**config.mk**
```make
export PLATFORM = sky130hd
export DESIGN_NAME = conv_encoder_framer
export DESIGN_NICKNAME = d
export VERILOG_FILES = /design/src/rtl/conv_code_pkg.sv /design/src/rtl/conv_enc_core.sv /design/src/rtl/conv_encoder_framer.sv
export SDC_FILE = /design/constraint.sdc
export NUM_CORES = 1
export LEC_CHECK = 0
export ABC_AREA = 1
export BUFFER_PORTS_ARGS = -buffer_cell sky130_fd_sc_hd__buf_2
export CAP_MARGIN = 0
export CORE_ASPECT_RATIO = 2
export CORE_UTILIZATION = 59
export CTS_CLUSTER_DIAMETER = 100
export DETAILED_ROUTE_END_ITERATION = 16
export HOLD_SLACK_MARGIN = 0.05
export PLACE_DENSITY_LB_ADDON = 0.15
export SYNTH_ARGS = -nofsm -noshare
export SYNTH_HDL_FRONTEND = slang
export SYNTH_HIERARCHICAL = 1
export SYNTH_SLANG_ARGS = --single-unit
```
**constraint.sdc**
```tcl
create_clock -name clk -period 2.23 [get_ports clk]
set_clock_uncertainty 0.05 [all_clocks]
set_input_delay 0.446 -clock clk [delete_from_list [all_inputs] [get_ports clk]]
set_output_delay 0.446 -clock clk [all_outputs]
set_load 0.01 [all_outputs]
```
**src/rtl/conv_code_pkg.sv**
```systemverilog
// ---------------------------------------------------------------------------
// conv_code_pkg
//   Shared definitions for the rate-1/2, K=3 convolutional code. The encoder
//   framer and the downstream Viterbi decoder both use these generator
//   constants, so the two sides always agree on the code.
//
//   Contents:
//     K, G0, G1, TAIL_LEN - code parameters (G0 = 111, G1 = 101)
//     frame_state_e       - framer FSM states
//     conv_encode()       - one trellis step: returns {c0, c1}
// ---------------------------------------------------------------------------
package conv_code_pkg;

  localparam int             K        = 3;
  localparam logic [K-1:0]   G0       = 3'b111;
  localparam logic [K-1:0]   G1       = 3'b101;
  localparam int             TAIL_LEN = K - 1;

  typedef enum logic [1:0] {
    IDLE,
    DATA,
    TAIL
  } frame_state_e;

  // taps = {u, s[1], s[0]}; each generator bit selects one tap.
  function automatic logic [1:0] conv_encode(input logic u, input logic [K-2:0] s);
    logic [K-1:0] taps;
    taps = {u, s};
    return {^(taps & G0), ^(taps & G1)};
  endfunction

endpackage

```
**src/rtl/conv_enc_core.sv**
```systemverilog
// ---------------------------------------------------------------------------
// conv_enc_core
//   Shift register and generator XORs of the K=3 convolutional encoder.
//   The coded symbol for the current input is combinational; the state
//   advances only on 'step'.
//
//   Ports:
//     clk    in   clock, rising edge
//     reset  in   asynchronous active-low reset (state -> 00)
//     step   in   advance the trellis with 'u' this cycle
//     u      in   input bit to encode
//     clear  in   force the state back to 00 (wins over step)
//     code   out  {c0, c1} for input 'u' from the current state
// ---------------------------------------------------------------------------
module conv_enc_core
  import conv_code_pkg::*;
(
  input  logic       clk,
  input  logic       reset,
  input  logic       step,
  input  logic       u,
  input  logic       clear,
  output logic [1:0] code
);

  // s[1] is the most recent input, s[0] the one before it.
  logic [K-2:0] s;

  // NOTE: state registers use non-blocking assignments so every flop samples
  // pre-edge values, independent of the order the always blocks are run in.
  always_ff @(posedge clk or negedge reset) begin
    if (!reset) begin
      s <= '0;
    end else if (clear) begin
      s <= '0;
    end else if (step) begin
      s <= {u, s[K-2:1]};
    end
  end

  assign code = conv_encode(u, s);

endmodule

```
**src/rtl/conv_encoder_framer.sv**
```systemverilog
// ---------------------------------------------------------------------------
// conv_encoder_framer
//   Rate-1/2, K=3 convolutional encoder with per-frame tail flushing. Takes
//   one information bit per cycle through valid/ready, and after FRAME_LEN
//   data bits injects TAIL_LEN zero bits so every frame ends in state 00,
//   the decoder's post-reset starting state.
//
//   Parameters:
//     FRAME_LEN  data bits per frame (1..65535)
//     CNT_W      frame counter width, 2**CNT_W > FRAME_LEN
//
//   Ports:
//     clk       in   clock, rising edge
//     reset     in   asynchronous active-low reset
//     in_bit    in   information bit
//     in_valid  in   in_bit is valid
//     in_ready  out  bit is accepted this cycle when in_valid is also high
//     cx        out  coded symbol {G0 out, G1 out}, 00 when not valid
//     cx_valid  out  cx holds a new symbol
//     sof       out  first symbol of a frame
//     eof       out  last tail symbol of a frame
//     busy      out  frame in progress, including the eof symbol cycle
// ---------------------------------------------------------------------------
module conv_encoder_framer
  import conv_code_pkg::*;
#(
  parameter int unsigned FRAME_LEN = 16,
  parameter int unsigned CNT_W     = 16
) (
  input  logic       clk,
  input  logic       reset,
  input  logic       in_bit,
  input  logic       in_valid,
  output logic       in_ready,
  output logic [1:0] cx,
  output logic       cx_valid,
  output logic       sof,
  output logic       eof,
  output logic       busy
);

  localparam logic [CNT_W-1:0] FRAME_LAST = CNT_W'(FRAME_LEN);
  localparam int               TAIL_W     = (TAIL_LEN > 1) ? $clog2(TAIL_LEN) : 1;
  localparam logic [TAIL_W-1:0] TAIL_LAST = TAIL_W'(TAIL_LEN - 1);

  frame_state_e      state;
  logic [CNT_W-1:0]  cnt;
  logic [CNT_W-1:0]  cnt_inc;
  logic [TAIL_W-1:0] tail_idx;

  logic       accept;
  logic       in_tail;
  logic       core_step;
  logic       core_u;
  logic       core_clear;
  logic [1:0] code;

  // in_ready follows the registered state but is forced low while reset is
  // held, so it is already high in the first cycle after release.
  assign in_tail  = (state == TAIL);
  assign in_ready = reset && !in_tail;
  assign accept   = in_valid && in_ready;
  assign cnt_inc  = cnt + 1'b1;

  // Tail steps feed zeros; in_bit is ignored there. Idle cycles pin the
  // trellis at 00 so a frame always starts from the decoder's start state.
  assign core_step  = accept || in_tail;
  assign core_u     = in_tail ? 1'b0 : in_bit;
  assign core_clear = (state == IDLE) && !accept;

  conv_enc_core u_core (
    .clk   (clk),
    .reset (reset),
    .step  (core_step),
    .u     (core_u),
    .clear (core_clear),
    .code  (code)
  );

  always_ff @(posedge clk or negedge reset) begin
    if (!reset) begin
      state    <= IDLE;
      cnt      <= '0;
      tail_idx <= '0;
      cx       <= 2'b00;
      cx_valid <= 1'b0;
      sof      <= 1'b0;
      eof      <= 1'b0;
      busy     <= 1'b0;
    end else begin
      // NOTE: the symbol outputs get a default before the case so that any
      // cycle without a step presents 00/0 rather than holding old values.
      cx       <= 2'b00;
      cx_valid <= 1'b0;
      sof      <= 1'b0;
      eof      <= 1'b0;
      busy     <= 1'b0;

      case (state)
        IDLE: begin
          if (accept) begin
            cx       <= code;
            cx_valid <= 1'b1;
            sof      <= 1'b1;
            busy     <= 1'b1;
            if (FRAME_LEN == 1) begin
              state <= TAIL;
              cnt   <= '0;
            end else begin
              state <= DATA;
              cnt   <= CNT_W'(1);
            end
          end
        end

        DATA: begin
          busy <= 1'b1;
          if (accept) begin
            cx       <= code;
            cx_valid <= 1'b1;
            if (cnt_inc == FRAME_LAST) begin
              state <= TAIL;
              cnt   <= '0;
            end else begin
              cnt <= cnt_inc;
            end
          end
        end

        TAIL: begin
          // busy stays high into the cycle that presents the eof symbol.
          busy     <= 1'b1;
          cx       <= code;
          cx_valid <= 1'b1;
          if (tail_idx == TAIL_LAST) begin
            eof      <= 1'b1;
            state    <= IDLE;
            tail_idx <= '0;
          end else begin
            tail_idx <= tail_idx + 1'b1;
          end
        end

        default: begin
          state <= IDLE;
        end
      endcase
    end
  end

endmodule

```
Word-level counts from Yosys, hierarchy flattened
Cells that the tools add are included.
Cells by class
  reduce and logical (&&, ||, !) cells: 15
  eq/ne operators: 7
  add/subtract/negate cells: 2
  muxes and demuxes: 21
Operator list (count)
  2-to-1 mux 16 bit: 3
  case mux 16 bit (2 select lines): 1
  adder 16 x 1 -> 16 bit (second input constant): 1
  == test 16 x 5 -> 1 bit (second input constant): 1
  2-to-1 mux 2 bit: 7
  != test 2 bit (second input constant): 4
  2-to-1 mux 1 bit: 6
  case mux 2 bit (3 select lines): 1
  XOR reduction 3 bit: 2
  case mux 1 bit (2 select lines): 2
  case mux 2 bit (2 select lines): 1
  AND reduction 4 bit: 1
  nonzero test 2 bit: 2
  OR reduction 2 bit: 2
  logical AND 1 bit: 3
  AND reduction 3 bit: 1
  == test 2 x 1 -> 1 bit (second input constant): 1
  == test 2 bit (second input constant): 1
  zero test 1 bit: 2
  zero test 2 bit: 1
  adder 1 bit (second input constant): 1
  logical OR 1 bit: 1
Storage, ports and cells
  output and inout port bits: 7
  register bits after elaboration: 27

Depth between registers and ports, before layout
Gate-level depths: netlist (run 1).
  depth in word-level cells: 7
  mapped depth: 14
  depth with buffers taken out: 14

Hierarchy
Netlist (run 1), hierarchy kept.
Modules (own cells, without submodules)
  conv_encoder_framer: area each 1530.2 µm², seq. area each 625.6 µm², times used 1, cells an instance 207
  conv_enc_core: area each 127.6 µm², seq. area each 50.0 µm², times used 1, cells an instance 20

Worst setup path after synthesis (run 1)
OpenSTA, ideal clock, no wires.
  path kind: reg-to-reg
  from: register state[0]
  to: register cnt[12]
  stages on the path, launching flop included: 8
  library setup time: 0.131 ns
  path buffers: 1
  data required time: 2.049 ns
  data arrival time: 1.721 ns
  path slack: 0.328 ns
  cell sequence: dfrtp_1 inv_1 ha_1 nor2_1 nand2_1 nor2_1 clkbuf_1 o22ai_1
On the way
  longest elaborated chain between the ends: 6
  elaborated cells between the ends (all ways): 11
Ends and longest elaborated chain
  start: declaration: line conv_encoder_framer.sv:46  | frame_state_e state;
  start signal: assignment: line conv_encoder_framer.sv:82  | state <= IDLE;
  start signal: assignment: line conv_encoder_framer.sv:107  | state <= TAIL;
  start signal: assignment: line conv_encoder_framer.sv:110  | state <= DATA;
  == test 2 bit *: line conv_encoder_framer.sv:60  | assign in_tail = (state == TAIL);
  zero test 1 bit *: line conv_encoder_framer.sv:61  | assign in_ready = reset && !in_tail;
  logical AND 1 bit *: line conv_encoder_framer.sv:61
  net in_ready: line conv_encoder_framer.sv:34  | output logic in_ready,
  logical AND 1 bit *: line conv_encoder_framer.sv:62  | assign accept = in_valid && in_ready;
  != test 2 bit (no source line)
  AND reduction 3 bit (no source line) *
  end signal: assignment: line conv_encoder_framer.sv:125  | cnt <= cnt_inc;
  end: declaration: line conv_encoder_framer.sv:47  | logic [CNT_W-1:0] cnt;
The timed path passes the listed nets; every way through them passes the cells marked *.
A chain may end at the register's enable or synchronous reset.

Worst setup path in the final report (run 1)
  from: register cnt[0]
  to: register state[1]
On the way
  longest elaborated chain between the ends: 4
Ends and longest elaborated chain
  adder 16 x 1 -> 16 bit: line conv_encoder_framer.sv:63  | assign cnt_inc = cnt + 1'b1;
  == test 16 x 5 -> 1 bit: line conv_encoder_framer.sv:121  | if (cnt_inc == FRAME_LAST) begin
  != test 2 bit (no source line)
  AND reduction 4 bit (no source line)
  end signal: assignment: line conv_encoder_framer.sv:82
  end signal: assignment: line conv_encoder_framer.sv:122  | state <= TAIL;
  end signal: assignment: line conv_encoder_framer.sv:137  | state <= IDLE;
No other way between the ends.

==> results of run 1 <==
## power by group
part / internal [W] / switching, W / total [W] / leakage (nW)
clock: 0.000128 / 0.000155 / 0.000283 / 0.0228
sequential: 0.000644 / 0.000148 / 0.000792 / 0.360
combinational: 0.000299 / 0.000513 / 0.000812 / 0.543
## path summary, 6_finish.rpt
kind / cells past startpoint / endpoint / startpoint / slack, ps
max in group asynchronous: 2 / state[1] / reset / 1730
worst min-delay path: 2 / cx[1] / reset / 130
min in group clk: 2 / eof / tail_idx / 480
worst min register to register: 2 / eof / tail_idx / 480
worst max-delay path: 14 / state[1] / cnt[0] / 220
worst max register to register: 14 / state[1] / cnt[0] / 220
## layer usage
metal | up-vias | GRT usage
met3 | 19 | 0.0434
met1 | 703 | 0.295
met2 | 37 | 0.500
met4 | 0 | 0.169
li1 | 748 | -
met5 | - | 0
## cell families (layout without fill, tap and decap cells)
group | Yosys count | in the layout
DFF | 27 | 27
and+or+nand+nor | 128 | 128
xor gates and xnor gates | 2 | 2
AOI/OAI and AO/OA | 24 | 24
adders and majority gates | 6 | 6
buffers and inverters | 40 | 55
## cell usage in the layout, fill, tap and decap left out, drive strengths merged, types with 4 or more instances in the layout
master	count
nand2	69
inv	37
nand3	28
dfrtp	27
nor2	24
o21ai	14
buf	14
ha	6
nand4	5
o22ai	5
clkbuf	4
## final cells by class
cell class	count	area, um2	area share
Clock buffer	4	45.0	0.0251
Inverter	37	139	0.0774
Multi-Input combinational cell	160	821	0.457
Sequential cell	27	676	0.376
Tap cell	28	35.0	0.0195
Timing Repair Buffer	14	80.1	0.0446
## synthesized netlist by cell type (all sizes together)
cell type,instances
inv,37
and2,1
nand3,28
o22ai,5
nand2,69
o21ai,14
buf,1
dfrtp,27
xor2,2
nor3,1
clkbuf,2
o21a,1
nand4,5
ha,6
a21oi,2
o21bai,1
nor2,24
o21ba,1
## state kept, by name, indices dropped and copies added (netlist names)
name	flops
sof	1
cx_valid	1
cx	2
tail_idx	1
busy	1
cnt	16
u_core/s	2
state	2
eof	1
## per-stage QoR
stage                     power [W]  hold slack [ps]  utilization  worst slack (ps)
final                       0.00189              134        0.690               219
after global routing        0.00202              159        0.690              4.46
after CTS                   0.00188              143        0.690               243
after detailed placement    0.00160              446        0.673               261
after global placement      0.00156              441        0.673               315
after floorplan             0.00137              100            -               328
==> impl_metrics.toml, run 1 <==
[place]
dp_cells = 266
io_buffers = 10
dpl.hpwl_um = 2960
placed_cell_area_um2 = 1750
gp_congestion = 0.804

[floorplan]
die-width_um = 39.5
pin_count = 11
core_area_um2 = 2600
row_count = 26
dieArea_um2 = 3040
fp.dieH_um = 77.0
start_util = 0.637

[synthesis]
synth_nets = 237
synthMuxAreaShare = 0
yosys_warnings = 6
synth_top_family_by_area = "simple AND/OR/NAND/NOR gates"
syn_avg_cell_area_um2 = 7.30
synthSimpleGateAreaFrac = 0.357
yosysTopAreaCell = "dfrtp_1"
synth_area_um2 = 1660
synth-seq-area-share = 0.408
synth_compound_area_frac = 0.0823
synth_seq_cells = 27
synth_xor_area_frac = 0.0106
synth_fa_ha_area_frac = 0.0453
synth_cell_types = 26
synthCells = 227
synth_top_area_share = 0.408
synth_area_leaders = "dfrtp_1, nand2_1, nand3_1"

[grt]
grt_pass1_wl_um = 6240
grt_max_degree = 28
antenna_found_initial = 0
grt-ovfl-total = 0
grt.total_usage = 0.289
grt_pass1_vias = 1502

[sta]
drv_slew = 0
setup_viol = 0
period_share = 0.902
min_period_ps = 2010
max_clock_freq_ghz = 0.497
setup_tns_ps = 0
slew_headroom = 0.761
worst_pin_slew_ps = 359
finalHoldViolCount = 0
rsz0062_at_grt = "false"

[route]
dr.pass1.iters = 4
wl_met2_um = 2160
vias_per_cell = 5.58
drt-met1-wl_um = 1380
drc = 0
drt-initial-drc-count = 37
antenna_left = 0
met3_length_um = 97
via_count = 1507
top_layer = "met4"
wirelength_um = 3790
wl_per_cell_um = 14.0

[clock_tree]
hold_buffers = 0
cts_num_sinks = 27
cts_max_level = 1
tritoncts = "built"
clkSlewWorstSetupHoldPaths_ps = 90
clk_latency_ps = 280
cts_setup_buffers = 0
cts-buffers-inserted = 3
clock_tree.root_cell = "clkbuf_8"
cts_max_path_buffers = 2
post_cts_resized = 0

[worst_setup_path]
cp_common_cell = "nand2_1"
critPathCaptureType = "flip-flop"
required_ps = 2360
crit_fanout = 6
crit_type = "flip-flop to flip-flop"
cp_num_buf_inv = 0
crit_chain = "ha_1, nand3_2, nor2_4, nand2_1, nand2_1, nand2_1, nor2_1, nand2_1, nor2_2, nand2_2, nand2_4, nand2_2, nand2_1, nand2_1"
cp-start-kind = "flip-flop"
cpPeakStageDelay_ps = 410
path_delay_family = "simple AND/OR/NAND/NOR gates"
slowest_stage = "dfrtp_1"
cp.arrival_ps = 2140

[worst_hold_path]
hp-class = "input pin to asynchronous set/reset pin"

[finish]
finalInstanceArea_um2 = 1800
nFillCells = 230
syn_to_final_growth_pct = 8.30
fin_cells = 270
n_antenna_cell = 0
drive_gt1_frac = 0.149
fin_nets = 253

[run]
maxCapViolations = 0

[pwr]
p_leak_nw = 0.925
power_per_cell_area_nw_per_um2 = 1050
vdd_drop_max_mv = 0.726

[run_status]
status = "complete, no violations"
(Power assumes the default switching activity.)
==> inputs of run 2 (changes only) <==
--- a/config.mk
+++ b/config.mk
@@ -9,12 +9,11 @@
 export BUFFER_PORTS_ARGS = -buffer_cell sky130_fd_sc_hd__buf_2
 export CAP_MARGIN = 0
 export CORE_ASPECT_RATIO = 2
-export CORE_UTILIZATION = 59
+export CORE_UTILIZATION = 50
 export CTS_CLUSTER_DIAMETER = 100
 export DETAILED_ROUTE_END_ITERATION = 16
 export HOLD_SLACK_MARGIN = 0.05
 export PLACE_DENSITY_LB_ADDON = 0.15
 export SYNTH_ARGS = -nofsm -noshare
 export SYNTH_HDL_FRONTEND = slang
-export SYNTH_HIERARCHICAL = 1
 export SYNTH_SLANG_ARGS = --single-unit
==> run 2 against run 1 <==
Synthesized area down 2.2%. Die area up 15%. Design area down 1.2%. First-iteration DRC count unchanged. Final cell count down 4.1%. Combinational power down 25%. Worst setup slack worse by 40 ps. Non-clock buffer count unchanged. Critical path depth down 2. Wire length down 6.8%. Global-route usage down 6.0 points. Core utilization down 10 points. Critical path type unchanged.
==> impl_metrics.toml, run 2 <==
[run_status]
status = "complete, no violations"

[sta]
max_clock_freq_ghz = 0.488
slew_headroom = 0.766
period_share = 0.920
worst_pin_slew_ps = 351
min_period_ps = 2050
fin_hold_ws_ps = 146
finalWorstSetupSlack_ps = 179
finalHoldViolCount = 0
setup_tns_ps = 0
setup_viol = 0
drv_slew = 0
rsz0062_at_grt = "false"

[run]
maxCapViolations = 0

[finish]
finalInstanceArea_um2 = 1770
n_antenna_cell = 0
drive_gt1_frac = 0.170
largest_register_ffs = 16
syn_to_final_growth_pct = 9.41
multiInputGateArea_um2 = 820
final_cell_mix = "nand2_1, inv_1, dfrtp_1"
final_common_cell = "nand2_1"
nFillCells = 293
regMostFlops = "cnt"
fin_nets = 240
regArea_um2 = 676

[synthesis]
synth_commonest_cells = "nand2_1, inv_1, dfrtp_1"
yosysTopAreaCell = "dfrtp_1"
synth-seq-area-share = 0.417
synth_most_common_cell = "nand2_1"
async_flop_share = 1.00
synth_top_area_share = 0.417
synth_area_um2 = 1620
synth_seq_cells = 27
syn_avg_cell_area_um2 = 7.58
synth-edff-count = 0
synth_cell_types = 24
synth_area_leaders = "dfrtp_1, nand2_1, inv_1"
synth_nets = 224
ys.flop_type = "dfrtp_1"
synthCells = 214
yosys_warnings = 0

[clock_tree]
cts-buffers-inserted = 3
hold_buffers = 0
tritoncts = "built"
clock_tree.root_cell = "clkbuf_8"
cts_max_path_buffers = 2
cts_max_level = 1
clkSlewWorstSetupHoldPaths_ps = 90
clk_latency_ps = 270
cts_num_sinks = 27

[pwr]
p_clk_frac = 0.174
sw_frac_of_total = 0.393
switching_power_w = 0.000624
vdd_drop_max_mv = 0.600
p_int_w = 0.000965
p_leak_nw = 0.870
power_per_cell_area_nw_per_um2 = 896
p_comb_frac = 0.386
pwr-share-seq = 0.440

[floorplan]
row_count = 28
fp.dieH_um = 82.5
core_area_um2 = 3010
pin_count = 11
dieArea_um2 = 3490
die-width_um = 42.3
start_util = 0.538

[place]
placed_cell_area_um2 = 1720
io_buffers = 10
place_ws_ps = 149
dpl.hpwl_um = 2800
gp_congestion = 0.868

[grt]
antenna_found_initial = 0
grt.total_usage = 0.229
grt-ovfl-total = 0
grt_pass1_wl_um = 6000
grt_max_degree = 28
grt_pass1_vias = 1440

[route]
via_count = 1391
antenna_left = 0
vias_per_cell = 5.37
drc = 0
wl_per_cell_um = 13.6
dr.pass1.iters = 4
drt-initial-drc-count = 37
wirelength_um = 3540

[worst_setup_path]
reg2regPathDepth = 12
required_ps = 2330
cp.arrival_ps = 2150
r2r-end = "cnt[5]"
crit_fanout = 8
rr_startpoint = "cnt[1]"
r2r_slack_ps = 180
cp-start-kind = "flip-flop"
crit_type = "flip-flop to flip-flop"
critPathCaptureType = "flip-flop"

[worst_hold_path]
hp-class = "input pin to asynchronous set/reset pin"
==> run 2: logic make-up (layout without fill, tap and decap cells) <==
family / after synthesis / in the layout / synth area share
AO/OA/AOI/OAI: 23 / 23 / 0.0779
buffers and inverters: 34 / 49 / 0.0826
adder cells (fa/ha/maj): 6 / 6 / 0.0463
XOR/XNOR: 4 / 4 / 0.0216
flip-flops: 27 / 27 / 0.417
multiplexers: 1 / 1 / 0.00694
AND/OR/NAND/NOR: 119 / 119 / 0.348
==> run 2: power by group through the flow <==
stage          sequential [W]  combinational, W  clock (W)
4_1_cts              0.000697          0.000618   0.000283
6_report             0.000700          0.000613   0.000276
3_3_place_gp         0.000704          0.000609          0
3_5_place_dp         0.000707          0.000615          0
5_1_grt              0.000712          0.000693   0.000297
2_1_floorplan        0.000710          0.000423          0
==> run 2: worst max path at each step <==
stage	end	cells past startpoint	start	slack, ps
detailed placement	cnt[5]	12	cnt[1]	150
global placement	cnt[5]	12	cnt[1]	190
CTS	cx[0]	10	state[0]	130
global route	state[1]	14	cnt[1]	10
finish	cnt[5]	12	cnt[1]	180
floorplan	cx[0]	10	state[0]	280
==> run 2: worst max-delay path, stage by stage, from the launching register on <==
cell     delay (ps)
dfrtp_1         420
ha_2            230
nand3_2         130
nor2_4          230
nand2_1          70
nand2_1          60
nand2_1          60
nor2_1          130
nand2_1          90
nor2_2           90
nand2_2         120
nand2_2         150
o22ai_1         100
==> run 2: final cells by class <==
| cell class | instances | share of cell area |
|---|---|---|
| Clock buffer | 4 | 0.0254 |
| Multi-Input combinational cell | 153 | 0.462 |
| Timing Repair Buffer | 14 | 0.0451 |
| Inverter | 31 | 0.0656 |
| Sequential cell | 27 | 0.381 |
| Tap cell | 30 | 0.0212 |
==> run 2: layer usage <==
layer | share of wire | GRT usage | vias to the layer above
met5 | 0 | 0 | -
met1 | 0.38 | 0.231 | 645
met3 | 0.023 | 0.0196 | 8
li1 | - | - | 711
met4 | 0.031 | 0.122 | 0
met2 | 0.57 | 0.449 | 27
==> run 2: timing repair <==
item / CTS / global route
setup endpoints to repair: 0 / 11
gates resized for setup: 0 / 3
buffers inserted: 0 / 0
==> run 2: per-stage QoR <==
step / power [W] / std cells / util
final: 0.00159 / 259 / 0.589
after global routing: 0.00170 / 259 / 0.589
after CTS: 0.00160 / 259 / 0.586
after detailed placement: 0.00132 / 255 / 0.571
after global placement: 0.00131 / 255 / 0.571
after floorplan: 0.00113 / 214 / -
